===== src/rtl/d16_execute_pkg.sv =====
// d16_execute_pkg: shared definitions for the d16 execute stage.
//   - datapath width constant
//   - opcode encodings (0..9 defined, A..F reserved)
//   - execute-stage FSM states
//   - helper functions classifying opcodes
package d16_execute_pkg;

  localparam int unsigned D16_WIDTH = 16;

  typedef enum logic [3:0] {
    OP_ADD = 4'h0,
    OP_SUB = 4'h1,
    OP_AND = 4'h2,
    OP_OR  = 4'h3,
    OP_XOR = 4'h4,
    OP_NOT = 4'h5,
    OP_SHL = 4'h6,
    OP_SHR = 4'h7,
    OP_SAR = 4'h8,
    OP_MUL = 4'h9
  } d16_op_e;

  typedef enum logic {
    ST_IDLE = 1'b0,
    ST_MUL  = 1'b1
  } d16_state_e;

  // Opcodes above MUL carry no operation.
  function automatic logic op_is_reserved(input logic [3:0] op);
    return op > OP_MUL;
  endfunction

  function automatic logic op_is_mul(input logic [3:0] op);
    return op == OP_MUL;
  endfunction

endpackage


===== src/rtl/d16_execute_mul.sv =====
// d16_execute_mul: sequential shift-add multiplier, one multiplier bit per cycle.
//   clk, rst_n : clock, asynchronous active-low reset
//   flush      : synchronous abort, returns to idle and drops the product
//   start      : load a/b and begin (ignored while busy)
//   a, b       : multiplicand / multiplier
//   done       : high during the final iteration cycle
//   product    : full 2*WIDTH product, valid while done is high
module d16_execute_mul
  import d16_execute_pkg::*;
#(
  parameter int unsigned WIDTH      = D16_WIDTH,
  parameter int unsigned MUL_CYCLES = D16_WIDTH
) (
  input  logic               clk,
  input  logic               rst_n,
  input  logic               flush,
  input  logic               start,
  input  logic [WIDTH-1:0]   a,
  input  logic [WIDTH-1:0]   b,
  output logic               done,
  output logic [2*WIDTH-1:0] product
);

  localparam int unsigned CW = $clog2(MUL_CYCLES);

  logic               busy;
  logic [CW-1:0]      cnt;
  logic [2*WIDTH-1:0] mcand;
  logic [WIDTH-1:0]   mplier;
  logic [2*WIDTH-1:0] acc;
  logic [2*WIDTH-1:0] addend;

  assign addend  = mplier[0] ? mcand : '0;
  // The final partial sum is exposed combinationally so the consumer can
  // register it on the same edge that ends the last iteration.
  assign product = acc + addend;
  assign done    = busy && (cnt == CW'(MUL_CYCLES - 1));

  always_ff @(posedge clk or negedge rst_n) begin
    if (!rst_n) begin
      busy   <= 1'b0;
      cnt    <= '0;
      mcand  <= '0;
      mplier <= '0;
      acc    <= '0;
    end else if (flush) begin
      busy   <= 1'b0;
      cnt    <= '0;
      acc    <= '0;
    end else if (busy) begin
      acc    <= product;
      mcand  <= mcand << 1;
      mplier <= mplier >> 1;
      cnt    <= cnt + 1'b1;
      if (done) begin
        busy <= 1'b0;
        cnt  <= '0;
      end
    end else if (start) begin
      busy   <= 1'b1;
      cnt    <= '0;
      mcand  <= {{WIDTH{1'b0}}, a};
      mplier <= b;
      acc    <= '0;
    end
  end

endmodule


===== src/rtl/d16_execute.sv =====
// d16_execute: execute stage of the d16 core.
//   sys_clk, sys_rst_n : clock, asynchronous active-low reset
//   in_valid/in_ready  : issue handshake (transfer on in_valid & in_ready)
//   in_op, in_dst      : decoded opcode and destination register
//   in_a, in_b         : register-file operands qa / qb
//   flush              : abort in-flight MUL, block issue this cycle
//   wb_w/wb_addr/wb_data : register-file write port (wb_w is a 1-cycle strobe)
//   flag_z, flag_c     : flags of the last written result
//   illegal            : 1-cycle pulse after a reserved opcode is accepted
// Single-cycle ALU ops write back the cycle after acceptance; MUL occupies
// the stage for MUL_CYCLES cycles and writes back the cycle after.
module d16_execute
  import d16_execute_pkg::*;
#(
  parameter int unsigned WIDTH      = D16_WIDTH,
  parameter int unsigned MUL_CYCLES = D16_WIDTH
) (
  input  logic             sys_clk,
  input  logic             sys_rst_n,
  input  logic             in_valid,
  output logic             in_ready,
  input  logic [3:0]       in_op,
  input  logic [3:0]       in_dst,
  input  logic [WIDTH-1:0] in_a,
  input  logic [WIDTH-1:0] in_b,
  input  logic             flush,
  output logic             wb_w,
  output logic [3:0]       wb_addr,
  output logic [WIDTH-1:0] wb_data,
  output logic             flag_z,
  output logic             flag_c,
  output logic             illegal
);

  d16_state_e         state;
  logic [3:0]         mul_dst;
  logic               accept;
  logic               mul_start;
  logic               mul_done;
  logic [2*WIDTH-1:0] mul_product;

  logic [WIDTH-1:0]   alu_data;
  logic               alu_carry;
  logic [3:0]         shamt;
  logic [WIDTH:0]     sum_ext;
  logic [WIDTH:0]     diff_ext;
  logic [WIDTH:0]     shl_ext;
  logic [WIDTH:0]     shr_ext;
  logic [WIDTH:0]     sar_ext;

  assign in_ready  = (state == ST_IDLE) && !flush;
  assign accept    = in_valid && in_ready;
  assign mul_start = accept && op_is_mul(in_op);
  assign shamt     = in_b[3:0];

  // Shifts are done one bit wider so the last bit shifted out lands in the
  // extra bit; with a zero amount that bit is the zero pad.
  assign sum_ext  = {1'b0, in_a} + {1'b0, in_b};
  assign diff_ext = {1'b0, in_a} - {1'b0, in_b};
  assign shl_ext  = {1'b0, in_a} << shamt;
  assign shr_ext  = {in_a, 1'b0} >> shamt;
  assign sar_ext  = $signed({in_a, 1'b0}) >>> shamt;

  always_comb begin
    alu_data  = '0;
    alu_carry = 1'b0;
    case (in_op)
      OP_ADD: begin alu_data = sum_ext[WIDTH-1:0];  alu_carry = sum_ext[WIDTH];  end
      OP_SUB: begin alu_data = diff_ext[WIDTH-1:0]; alu_carry = diff_ext[WIDTH]; end
      OP_AND: alu_data = in_a & in_b;
      OP_OR:  alu_data = in_a | in_b;
      OP_XOR: alu_data = in_a ^ in_b;
      OP_NOT: alu_data = ~in_a;
      OP_SHL: begin alu_data = shl_ext[WIDTH-1:0]; alu_carry = shl_ext[WIDTH]; end
      OP_SHR: begin alu_data = shr_ext[WIDTH:1];   alu_carry = shr_ext[0];     end
      OP_SAR: begin alu_data = sar_ext[WIDTH:1];   alu_carry = sar_ext[0];     end
      default: ;
    endcase
  end

  d16_execute_mul #(
    .WIDTH      (WIDTH),
    .MUL_CYCLES (MUL_CYCLES)
  ) u_mul (
    .clk     (sys_clk),
    .rst_n   (sys_rst_n),
    .flush   (flush),
    .start   (mul_start),
    .a       (in_a),
    .b       (in_b),
    .done    (mul_done),
    .product (mul_product)
  );

  always_ff @(posedge sys_clk or negedge sys_rst_n) begin
    if (!sys_rst_n) begin
      state   <= ST_IDLE;
      mul_dst <= '0;
      wb_w    <= 1'b0;
      wb_addr <= '0;
      wb_data <= '0;
      flag_z  <= 1'b0;
      flag_c  <= 1'b0;
      illegal <= 1'b0;
    end else begin
      wb_w    <= 1'b0;
      illegal <= 1'b0;
      case (state)
        ST_IDLE: begin
          if (accept) begin
            if (op_is_mul(in_op)) begin
              state   <= ST_MUL;
              mul_dst <= in_dst;
            end else if (op_is_reserved(in_op)) begin
              illegal <= 1'b1;
            end else begin
              wb_w    <= 1'b1;
              wb_addr <= in_dst;
              wb_data <= alu_data;
              flag_c  <= alu_carry;
              flag_z  <= (alu_data == '0);
            end
          end
        end
        ST_MUL: begin
          if (flush) begin
            state <= ST_IDLE;
          end else if (mul_done) begin
            state   <= ST_IDLE;
            wb_w    <= 1'b1;
            wb_addr <= mul_dst;
            wb_data <= mul_product[WIDTH-1:0];
            flag_c  <= |mul_product[2*WIDTH-1:WIDTH];
            flag_z  <= (mul_product[WIDTH-1:0] == '0);
          end
        end
        default: state <= ST_IDLE;
      endcase
    end
  end

endmodule

===== config.mk =====
export PLATFORM = sky130hd
export DESIGN_NAME = d16_execute
export DESIGN_NICKNAME = d
export VERILOG_FILES = /design/src/rtl/d16_execute_pkg.sv /design/src/rtl/d16_execute_mul.sv /design/src/rtl/d16_execute.sv
export SDC_FILE = /design/constraint.sdc
export NUM_CORES = 1
export LEC_CHECK = 0
export ABC_AREA = 1
export CORE_MARGIN = 2
export CORE_UTILIZATION = 40
export DETAILED_ROUTE_END_ITERATION = 8
export DONT_BUFFER_PORTS = 1
export PLACE_DENSITY = 0.59
export SLEW_MARGIN = 20
export SYNTH_ARGS = -nofsm -noshare
export SYNTH_HDL_FRONTEND = slang
export SYNTH_SLANG_ARGS = --single-unit

===== constraint.sdc =====
create_clock -name sys_clk -period 4.01 [get_ports sys_clk]
set_input_delay 1.0025 -clock sys_clk [delete_from_list [all_inputs] [get_ports sys_clk]]
set_output_delay 1.0025 -clock sys_clk [all_outputs]
set_load 0.02 [all_outputs]

Yosys cells after proc, flatten, opt, wreduce, memory -nomap -nowiden --
Index checks and enable logic that the tools add are counted.
Operators by class: add/sub/neg operators 4, shift-type cells 3, multiplexer cells 56, bitwise gates (word level) 6, reduce and logical (&&, ||, !) cells 14, magnitude comparators 1, equal/unequal tests 15
Operators with widths (count):
- 32-bit two-way mux | 6
- 16-bit case mux with 9 select lines | 1
- 16-bit two-way mux | 7
- 4-bit two-way mux | 9
- 32-bit adder | 1
- 16-bit zero test | 2
- 16-bit case mux with 2 select lines | 1
- 1-bit two-way mux | 26
- 16-bit by 16-bit adder with 17-bit output | 1
- 16-bit by 4-bit << shifter with 17-bit output | 1
- 17-bit by 4-bit right shift with 17-bit output | 1
- 17-bit by 4-bit >>> shifter with 17-bit output | 1
- 16-bit by 16-bit subtractor with 17-bit output | 1
- 16-bit AND | 1
- 4-bit by 3-bit == test with 1-bit output (second input constant) | 4
- 16-bit NOT | 1
- 16-bit OR | 1
- 16-bit OR reduction | 1
- 16-bit XOR | 1
- 4-bit == test (second input constant) | 3
- 4-bit by 2-bit == test with 1-bit output (second input constant) | 2
- 2-bit inequality test (second input constant) | 4
- 1-bit case mux with 2 select lines | 4
- 4-bit case mux with 2 select lines | 1
- other kinds (14) | 18
Word-level totals: output and inout port bits 25, register bits after elaboration 114, input port bits 44, word-level logic and storage cells 112

Depth between registers and ports, before layout --
Gate-level depths: netlist (run 1).
word-level depth 7, gate-level depth with buffers 23, mapped depth without buffers 21

Cells and area by module --
From an unflattened synthesis (run 1), not the netlist that was laid out.
Second synthesis, totals: cells, all modules 2035, area, all modules 12060.3 um2
By module, submodules not included:
- d16_execute_mul | instances 1, cells each 947, area an instance 6227.2 um2, seq. area each 2127.0 um2
- d16_execute | instances 1, cells each 1088, area an instance 5833.1 um2, seq. area each 725.7 um2

Least setup slack after synthesis (run 1) --
No wires, ideal clock.
path type input port to flip-flop, start point input port in_b[2], end point register flag_z, stages 20, setup time 0.077 ns, required time 3.933 ns, path buffers 3, slack 0.852 ns, arrival time 3.081 ns, path through buf_2 > inv_1 > clkbuf_1 > ha_1 > buf_2 > nor2_1 > nand2_1 > nand2_1 > nand2_1 > nand2_1 > nand2_1 > nand2_1 > nand2_1 > nand3_1 > nand3_1 > nor2_1 > nand2_1 > nor2_1 > nand3_1 > a21oi_1
Between the ends: word-level cells in the longest chain between the ends 7, elaborated cells on any way between the ends 14, classes of those cells add/sub (2); shift (3); mux (5); bitwise (3); reduce/logical (1)
Ends and longest elaborated chain:
- start, declared | line d16_execute.sv:25 | input logic [WIDTH-1:0] in_b,
- 16-bit by 16-bit subtractor with 17-bit output (tied with other cells) | line d16_execute.sv:59 | assign diff_ext = {1'b0, in_a} - {1'b0, in_b};
- 16-bit case mux with 9 select lines (*) | line d16_execute.sv:67 | case (in_op)
- 16-bit zero test (*) | line d16_execute.sv:121 | flag_z <= (alu_data == '0);
- 1-bit two-way mux (*) | line d16_execute.sv:114 | end else if (op_is_reserved(in_op)) begin
- 1-bit two-way mux (*) | line d16_execute.sv:111 | if (op_is_mul(in_op)) begin
- 1-bit two-way mux (*) | line d16_execute.sv:110 | if (accept) begin
- 1-bit case mux with 2 select lines (*) | line d16_execute.sv:108 | case (state)
- end signal, assigned | line d16_execute.sv:121
- end signal, assigned | line d16_execute.sv:134 | flag_z <= (mul_product[WIDTH-1:0] == '0);
- end, declared | line d16_execute.sv:30 | output logic flag_z,
Every way passes the cells marked *; elsewhere a longest branch is shown, timed or not. The select of a mux whose other input is x is not followed. A chain may end at the register's enable or synchronous reset.

Final worst setup path (run 1) --
start point register u_mul.mplier[0], end point register flag_c
Between the ends: word-level cells in the longest chain between the ends 6
Ends and longest elaborated chain:
- start, declared | line d16_execute_mul.sv:29 | logic [WIDTH-1:0] mplier;
- start signal, assigned | line d16_execute_mul.sv:53 | mplier <= mplier >> 1;
- 32-bit two-way mux | line d16_execute_mul.sv:33 | assign addend = mplier[0] ? mcand : '0;
- 32-bit adder | line d16_execute_mul.sv:36 | assign product = acc + addend;
- 16-bit OR reduction | line d16_execute.sv:133 | flag_c <= |mul_product[2*WIDTH-1:WIDTH];
- 1-bit two-way mux | line d16_execute.sv:128 | end else if (mul_done) begin
- 1-bit two-way mux | line d16_execute.sv:126 | if (flush) begin
- 1-bit case mux with 2 select lines | line d16_execute.sv:108
- end signal, assigned | line d16_execute.sv:120 | flag_c <= alu_carry;
- end signal, assigned | line d16_execute.sv:133
- end, declared | line d16_execute.sv:31 | output logic flag_c,
Every way passes these cells. The select of a mux whose other input is x is not followed.

==> metrics.md, run 1 <==
| Metric | Value |
|---|---|
| DR WL/cell | 18.9 um |
| Placed Area | 11900 sq um |
| Die Y | 174 um |
| Combinational Power Share | 30.8% |
| # setup viols final | 0 |
| Post_cts resized | 0 |
| Die ar. | 30400 sq um |
| Switching pwr | 0.00173 W |
| Setup crit start kind | register |
| Detailed Route WL | 43500 um |
| Max_cap viols | 0 |
| GR Util All Layers | 29.0% |
| Worst-Margin Slew | 1.00 ns |
| Unique cell type count in the Yosys netlist | 41 |
| # H-tree levels | 4 |
| Switch share | 36.8% |
| CP max stage delay | 0.42 ns |
| Fin crit share | 77.3% |
| Share of layout cells above drive strength 1 | 3.33% |
| Vias in the first global route | 12200 |
| Pre-antenna DRT Iters | 7 |
| Clock power share | 36.4% |
| Multi-input gate area | 7450 sq um |
| Vias post-DR | 12600 |
| Reg clk slew, reported paths | 0.06 ns |
| Longest Clk Path Bufs | 2 |
| Post-layout nets | 2038 |
| Seq. cell area | 2850 sq um |
| Internal power | 0.00296 W |
| Sequential area share after synthesis | 24.6% |
| Post-route cell area | 12600 sq um |
| CP delay by family, top | simple AND/OR/NAND/NOR gates |
| CTS Hold Bufs | 0 |
| Tmin final | 3.10 ns |
| Slew Limit Fails | 0 |
| IO Port Bufs | 0 |
| Core Area | 28600 sq um |
| Leak Pwr | 6.80 nW |
| Syn avg cell area | 5.97 sq um |
| Synthesized instance count | 1946 |
| Yosys top cell by area | dfrtp_1 |
| Initial antenna violation count | 0 |
| DRT iter0 DRCs | 1186 |
| First-pass GRT wire length | 68300 um |
| Final ANT Viol Nets | 0 |
| Hold Crit Class | input port to asynchronous set/reset pin |
| Gpl congestion | 1.01 |
| Cell chain of the critical path | buf_4 -> nand2_1 -> inv_1 -> ha_1 -> a21oi_1 -> o21ai_0 -> inv_1 -> nand2_1 -> a21oi_1 -> nand2_1 -> nand2_1 -> nand2_1 -> nor2_1 -> nand2_1 -> nor2_1 -> nand3_1 -> nand3_1 -> nand2_1 |
| CTS Root Cell | clkbuf_16 |
| Buf+Inv Stages, Crit Path | 3 |
| Slowest cell on the critical path | dfrtp_1 |
| Starting Density | 40.6% |
| Filler instances | 3152 |
| Postcts setup bufs | 0 |
| Crit path required time | 4.33 ns |
| Clock Sink Count | 114 |
| Syn nets | 2074 |
| Synth area leaders | dfrtp_1 25%, nand2_1 21%, ha_1 8.7%, inv_1 8.2%, nand3_1 7.9% |
| Final Hold Fails | 0 |
| Drt drc | 0 |
| CTS tree | built |
| Via/cell ratio | 5.47 |
| # rows | 62 |
| Max_slew headroom | 33.2% |
| Run status | complete, no violations |
| DP HPWL | 34700 um |
| Ant. Diodes | 0 |
| Power Density | 374 nW/um^2 |
| Worst skew pair latency | 0.43 ns |
| Die Span X | 174 um |
| CP dominant cell by count | nand2_1 |
| Area delta synth->final | 8.03% |
| Post-synthesis register bit count | 114 |
| Seq pwr share | 32.8% |
| Grt ovf | 0 |
| Critical path class | register to register |
| CP Capture Type | register |
| CP Max Fanout | 21 |
| Fin Setup TNS | 0 ns |
| FMAX | 323 MHz |
| RSZ-0062 raised after global routing | false |
| Yosys top cell area share | 24.6% |
| Warnings, synthesis | 0 |
| Synth Cell Area | 11600 sq um |
| Worst VDD drop | 0.000331 V |
| Clock Skews | 0.00828 ns |
| Pin count of the biggest net entering global routing | 115 |
| Ports | 69 |
| CTS buffer count | 17 |
| WP data arrival | 3.42 ns |
[registers in the layout, indices dropped and copies added (netlist names)]
| signal | flops |
|---|---|
| wb_data | 16 |
| illegal | 1 |
| wb_w | 1 |
| u_mul.busy | 1 |
| u_mul.acc | 32 |
| flag_z | 1 |
| u_mul.mcand | 32 |
| mul_dst | 4 |
| flag_c | 1 |
| state | 1 |
| u_mul.cnt | 4 |
| u_mul.mplier | 16 |
| wb_addr | 4 |
[final timing paths]
check,from,end,slack [ns],cells past startpoint
hold / removal,sys_rst_n,u_mul.mcand[25],0.27,0
min in group sys_clk,u_mul.acc[14],u_mul.acc[14],0.49,2
setup / recovery,u_mul.mplier[0],flag_c,0.91,18
setup reg to reg,u_mul.mplier[0],flag_c,0.91,18
hold reg to reg,u_mul.acc[14],u_mul.acc[14],0.49,2
max in group asynchronous,sys_rst_n,wb_data[3],3.56,0
[metal layers]
layer | track usage (%) | vias to the layer above | part of all wire [%]
met1 | 36.6 | 5868 | 42
met2 | 48.4 | 449 | 47
met3 | 3.43 | 104 | 5.4
met4 | 15.8 | 0 | 5.7
li1 | - | 6192 | -
met5 | 0 | - | 0
[cells by family (layout without fill, tap and decap cells)]
family	Yosys count	count (layout)	share of synthesized area, %
AOI/OAI and AO/OA	274	274	13.6
xor gates and xnor gates	16	16	1.21
adders and majority gates	84	84	9.24
buffers and inverters	334	311	11.4
DFF	114	114	24.6
muxes	4	4	0.388
and+or+nand+nor	1120	1120	39.7
[area by class of cell]
class / count / area share [%]
multi-input combinational: 1498 / 59.3
clock inverter: 9 / 1.41
clock buffer: 23 / 3.81
timing repair buffer: 16 / 1.06
tap: 384 / 3.83
sequential: 114 / 22.7
inverter: 263 / 7.86
[power by group through the flow]
stage	Combinational, W	Sequential (W)	Clock (W)
after detailed placement	0.00143	0.00156	0
after global placement	0.00142	0.00156	0
after floorplan	0.00106	0.00151	0
after CTS	0.00144	0.00154	0.00174
after global routing	0.00164	0.00156	0.00178
final	0.00144	0.00154	0.00171
[metrics by stage]
stage,hold WS [ns],power [W],utilization [%],setup slack (ns),std cells
2_1_floorplan,0.452,0.00256,-,0.852,1946
3_3_place_gp,0.469,0.00298,41.6,0.556,2275
3_5_place_dp,0.473,0.00299,41.6,0.563,2275
4_1_cts,0.251,0.00472,43.9,0.949,2307
5_1_grt,0.255,0.00498,43.9,0.644,2307
6_report,0.275,0.00469,43.9,0.911,2307
[Yosys cell counts, drive strengths merged]
| cell | number |
|---|---|
| o211ai | 14 |
| a22o | 20 |
| a21oi | 82 |
| o31ai | 3 |
| dfrtp | 114 |
| nand3b | 7 |
| and2 | 10 |
| nand2 | 659 |
| ha | 81 |
| mux2 | 4 |
| clkinv | 1 |
| o22ai | 19 |
| a21boi | 1 |
| nor3b | 1 |
| xor2 | 7 |
| o311ai | 1 |
| xnor2 | 9 |
| a211oi | 1 |
| o221ai | 1 |
| a31oi | 28 |
| o21ai | 98 |
| nor4 | 1 |
| o21bai | 4 |
| inv | 262 |
| buf | 43 |
| and3 | 1 |
| clkbuf | 28 |
| nor2 | 209 |
| fa | 3 |
| nand3 | 183 |
| nor3 | 17 |
| nand4 | 32 |
| o21a | 2 |
[cells in the final DEF (no fill, tap or decap), types with 16 or more instances in the layout]
cell | synthesis | final
nand4_1 | 32 | 32
o21ai_0 | 91 | 91
nand2_1 | 657 | 657
a22o_1 | 20 | 20
nand3_1 | 183 | 183
a21oi_1 | 82 | 82
nor2_1 | 207 | 206
clkbuf_16 | 0 | 17
nor3_1 | 16 | 16
a31oi_1 | 28 | 28
inv_1 | 253 | 253
o22ai_1 | 19 | 19
ha_1 | 81 | 81
dfrtp_1 | 114 | 114
[worst reg2reg max path, cell delays in order (launching register included)]
cell and delay (ns):
dfrtp_1 0.42, buf_4 0.23, nand2_1 0.08, inv_1 0.04, ha_1 0.32, a21oi_1 0.37
o21ai_0 0.21, inv_1 0.09, nand2_1 0.09, a21oi_1 0.26, nand2_1 0.10, nand2_1 0.07
nand2_1 0.07, nor2_1 0.17, nand2_1 0.08, nor2_1 0.10, nand3_1 0.13, nand3_1 0.10
nand2_1 0.05
(Power assumes the default switching activity.)
==> inputs of run 2 (changes only) <==
- clock period: 4.01 -> 3 ns (I/O delays scaled with it)
==> run 2 against run 1 <==
- sequential cell count is the same
- register-to-register slack lost 0.75 ns
- global-route usage grew 2.2 points
- first-iteration DRC count grew 15%
- sequential power grew 35%
- non-clock buffer count grew 99
- maximum frequency grew 9.0%
- critical path depth shrank 1
- total power grew 32%
- setup slack lost 0.75 ns
- final cell count grew 4.2%
- critical endpoint unchanged
==> metrics.md, run 2 (same netlist as run 1, synthesis figures left out) <==
| Metric | Value |
|---|---|
| Power Density | 461 nW/um^2 (+24%) |
| Run status | complete, no violations |
| Share of layout cells above drive strength 1 | 10.2% (+6.9 points) |
| Worst skew pair latency | 0.42 ns (about the same) |
| Starting Density | 40.6% (unchanged) |
| Final Hold Fails | 0 (unchanged) |
| Utilization after layout | 46.7% (+2.8 points) |
| Fin Setup TNS | 0 ns (unchanged) |
| DRT iter0 DRCs | 1358 (+15%) |
| DR WL/cell | 19.4 um (+3.1%) |
| CTS tree | built |
| Fin crit share | 94.7% (+17 points) |
| DP HPWL | 37800 um (+9.0%) |
| CP Max Fanout | 25 (+19%) |
| Slowest cell on the critical path | dfrtp_2 |
| Vias post-DR | 13000 (+3.3%) |
| CP dominant cell by count | nand2_1 |
| Critical path class | register to register |
| Pin count of the biggest net entering global routing | 115 (unchanged) |
| Core Area | 28600 sq um (unchanged) |
| CTS Root Cell | clkbuf_16 |
| Leading registers by flop count | u_mul.acc: 32 flops, u_mul.mcand: 32 flops |
| Clock Sink Count | 114 (unchanged) |
| Die Span X | 174 um (unchanged) |
| Setup crit start kind | register |
| Finished Layout Cells | 2405 (+4.2%) |
| R2R Path Start | u_mul.mplier[0] |
| Cell chain of the critical path | buf_12 -> nand2_1 -> inv_1 -> ha_1 -> nand2_2 -> nor2_2 -> nand2_1 -> nor3_1 -> nand2_2 -> nand3_1 -> nand2_1 -> nor2_1 -> nand2_1 -> nor2_1 -> nand3_1 -> nand3_1 -> nand2_1 |
| Area delta synth->final | 15.0% |
| Crit path required time | 3.31 ns (-1.02 ns) |
| CP max stage delay | 0.46 ns (+0.04 ns) |
| Worst-Margin Slew | 0.881 ns (-0.122 ns) |
| Post-layout nets | 2137 (+4.9%) |
| Max_slew headroom | 41.2% (+8.1 points) |
| R2R Setup Slk | 0.16 ns (-0.75 ns) |
| CTS buffer count | 17 (unchanged) |
| Via/cell ratio | 5.42 (-0.93%) |
| GR Util All Layers | 31.2% (+2.2 points) |
| # H-tree levels | 4 (unchanged) |
| Hold Crit Class | input port to asynchronous set/reset pin |
| # setup viols final | 0 (unchanged) |
| WP data arrival | 3.15 ns (-0.27 ns) |
| Detailed Route WL | 46800 um (+7.4%) |
| Die Y | 174 um (unchanged) |
| First-pass GRT wire length | 73000 um (+6.9%) |
| Pre-antenna DRT Iters | 8 (+1) |
| CP Capture Type | register |
| Leak Pwr | 7.24 nW (+6.5%) |
| # rows | 62 (unchanged) |
| Grt ovf | 0 (unchanged) |
| Placed cell count | 2373 (+4.3%) |
| IO Port Bufs | 0 (unchanged) |
| Max_cap viols | 0 (unchanged) |
| Gpl congestion | 0.988 (-1.8%) |
| Vias in the first global route | 12600 (+3.9%) |
| Initial antenna violation count | 0 (unchanged) |
| Clock Skews | 0.00703 ns (-0.00125 ns) |
| Ports | 69 (unchanged) |
| Tmin final | 2.84 ns (-0.256 ns) |
| Final ANT Viol Nets | 0 (unchanged) |
| Crit path launch | u_mul.mplier[0] |
| Most common cell after layout, fill and taps aside | nand2_1 |
| Die ar. | 30400 sq um (unchanged) |
| Ant. Diodes | 0 (unchanged) |
| Most frequent cells in the layout | 644 x nand2_1, 253 x inv_1, 199 x nor2_1 |
| Filler instances | 3079 (-2.3%) |
| Drt drc | 0 (unchanged) |
| Longest Clk Path Bufs | 2 (unchanged) |
| Worst VDD drop | 0.000365 V (+11%) |
| Slew Limit Fails | 0 (unchanged) |
| Reg clk slew, reported paths | 0.06 ns (about the same) |
| FMAX | 352 MHz (+9.0%) |
==> run 2: layer usage <==
layer  wire (um)  track usage (%)  vias up
met3        2890             4.53       86
met4        1870             12.9        0
li1            -                -     6374
met1       21200             42.9     6093
met5           0                0        -
met2       20800             49.1      473
==> run 2: area by class of cell <==
cell class              instances  area (sq um)  share of cell area (%)
repair buffers                115           901                    6.74
flip-flops and latches        114          2850                    21.4
clock inverters                11          88.8                   0.665
well taps                     384           480                    3.60
multi-input cells            1498          7600                    56.8
clock buffers                  20           457                    3.42
inverters                     263           987                    7.39
==> run 2: report_power, final <==
group / internal, W / switching, W / leakage [nW] / total, W
Clock: 0.00117 / 0.000750 / 0.271 / 0.00192
Combinational: 0.000799 / 0.00137 / 5.52 / 0.00217
Sequential: 0.00180 / 0.000277 / 1.45 / 0.00208
==> run 2: stage by stage <==
stage          power [W]  worst slack [ns]  area [sq um]  hold slack (ns)
2_1_floorplan    0.00342            0.0942         11600            0.452
3_3_place_gp     0.00419           -0.0728         12700            0.459
3_5_place_dp     0.00419           -0.0664         12700            0.459
4_1_cts          0.00613            0.0400         13200           0.0123
5_1_grt          0.00655           -0.0151         13400          0.00682
6_report         0.00617             0.158         13400           0.0230
==> run 2: worst paths after layout <==
check,cells past startpoint,to
worst max-delay path,17,flag_c
min in group sys_clk,1,state
worst max register to register,17,flag_c
worst min-delay path,0,u_mul.mplier[9]
worst min register to register,2,u_mul.mplier[15]
max in group asynchronous,0,wb_addr[0]
==> run 2: what timing repair did <==
| item | in CTS | in global routing |
|---|---|---|
| gates resized for setup | 0 | 50 |
| buffers inserted | 0 | 1 |
| hold buffers | 0 | 0 |
| endpoints found under the setup margin | 0 | 4 |
==> run 2: critical path, delay by kind of cell (launching register included) <==
kind | cells | cell delay (ns)
fa+ha+maj | 1 | 0.40
buf+inv | 2 | 0.24
flops | 1 | 0.46
simple gates | 14 | 1.61
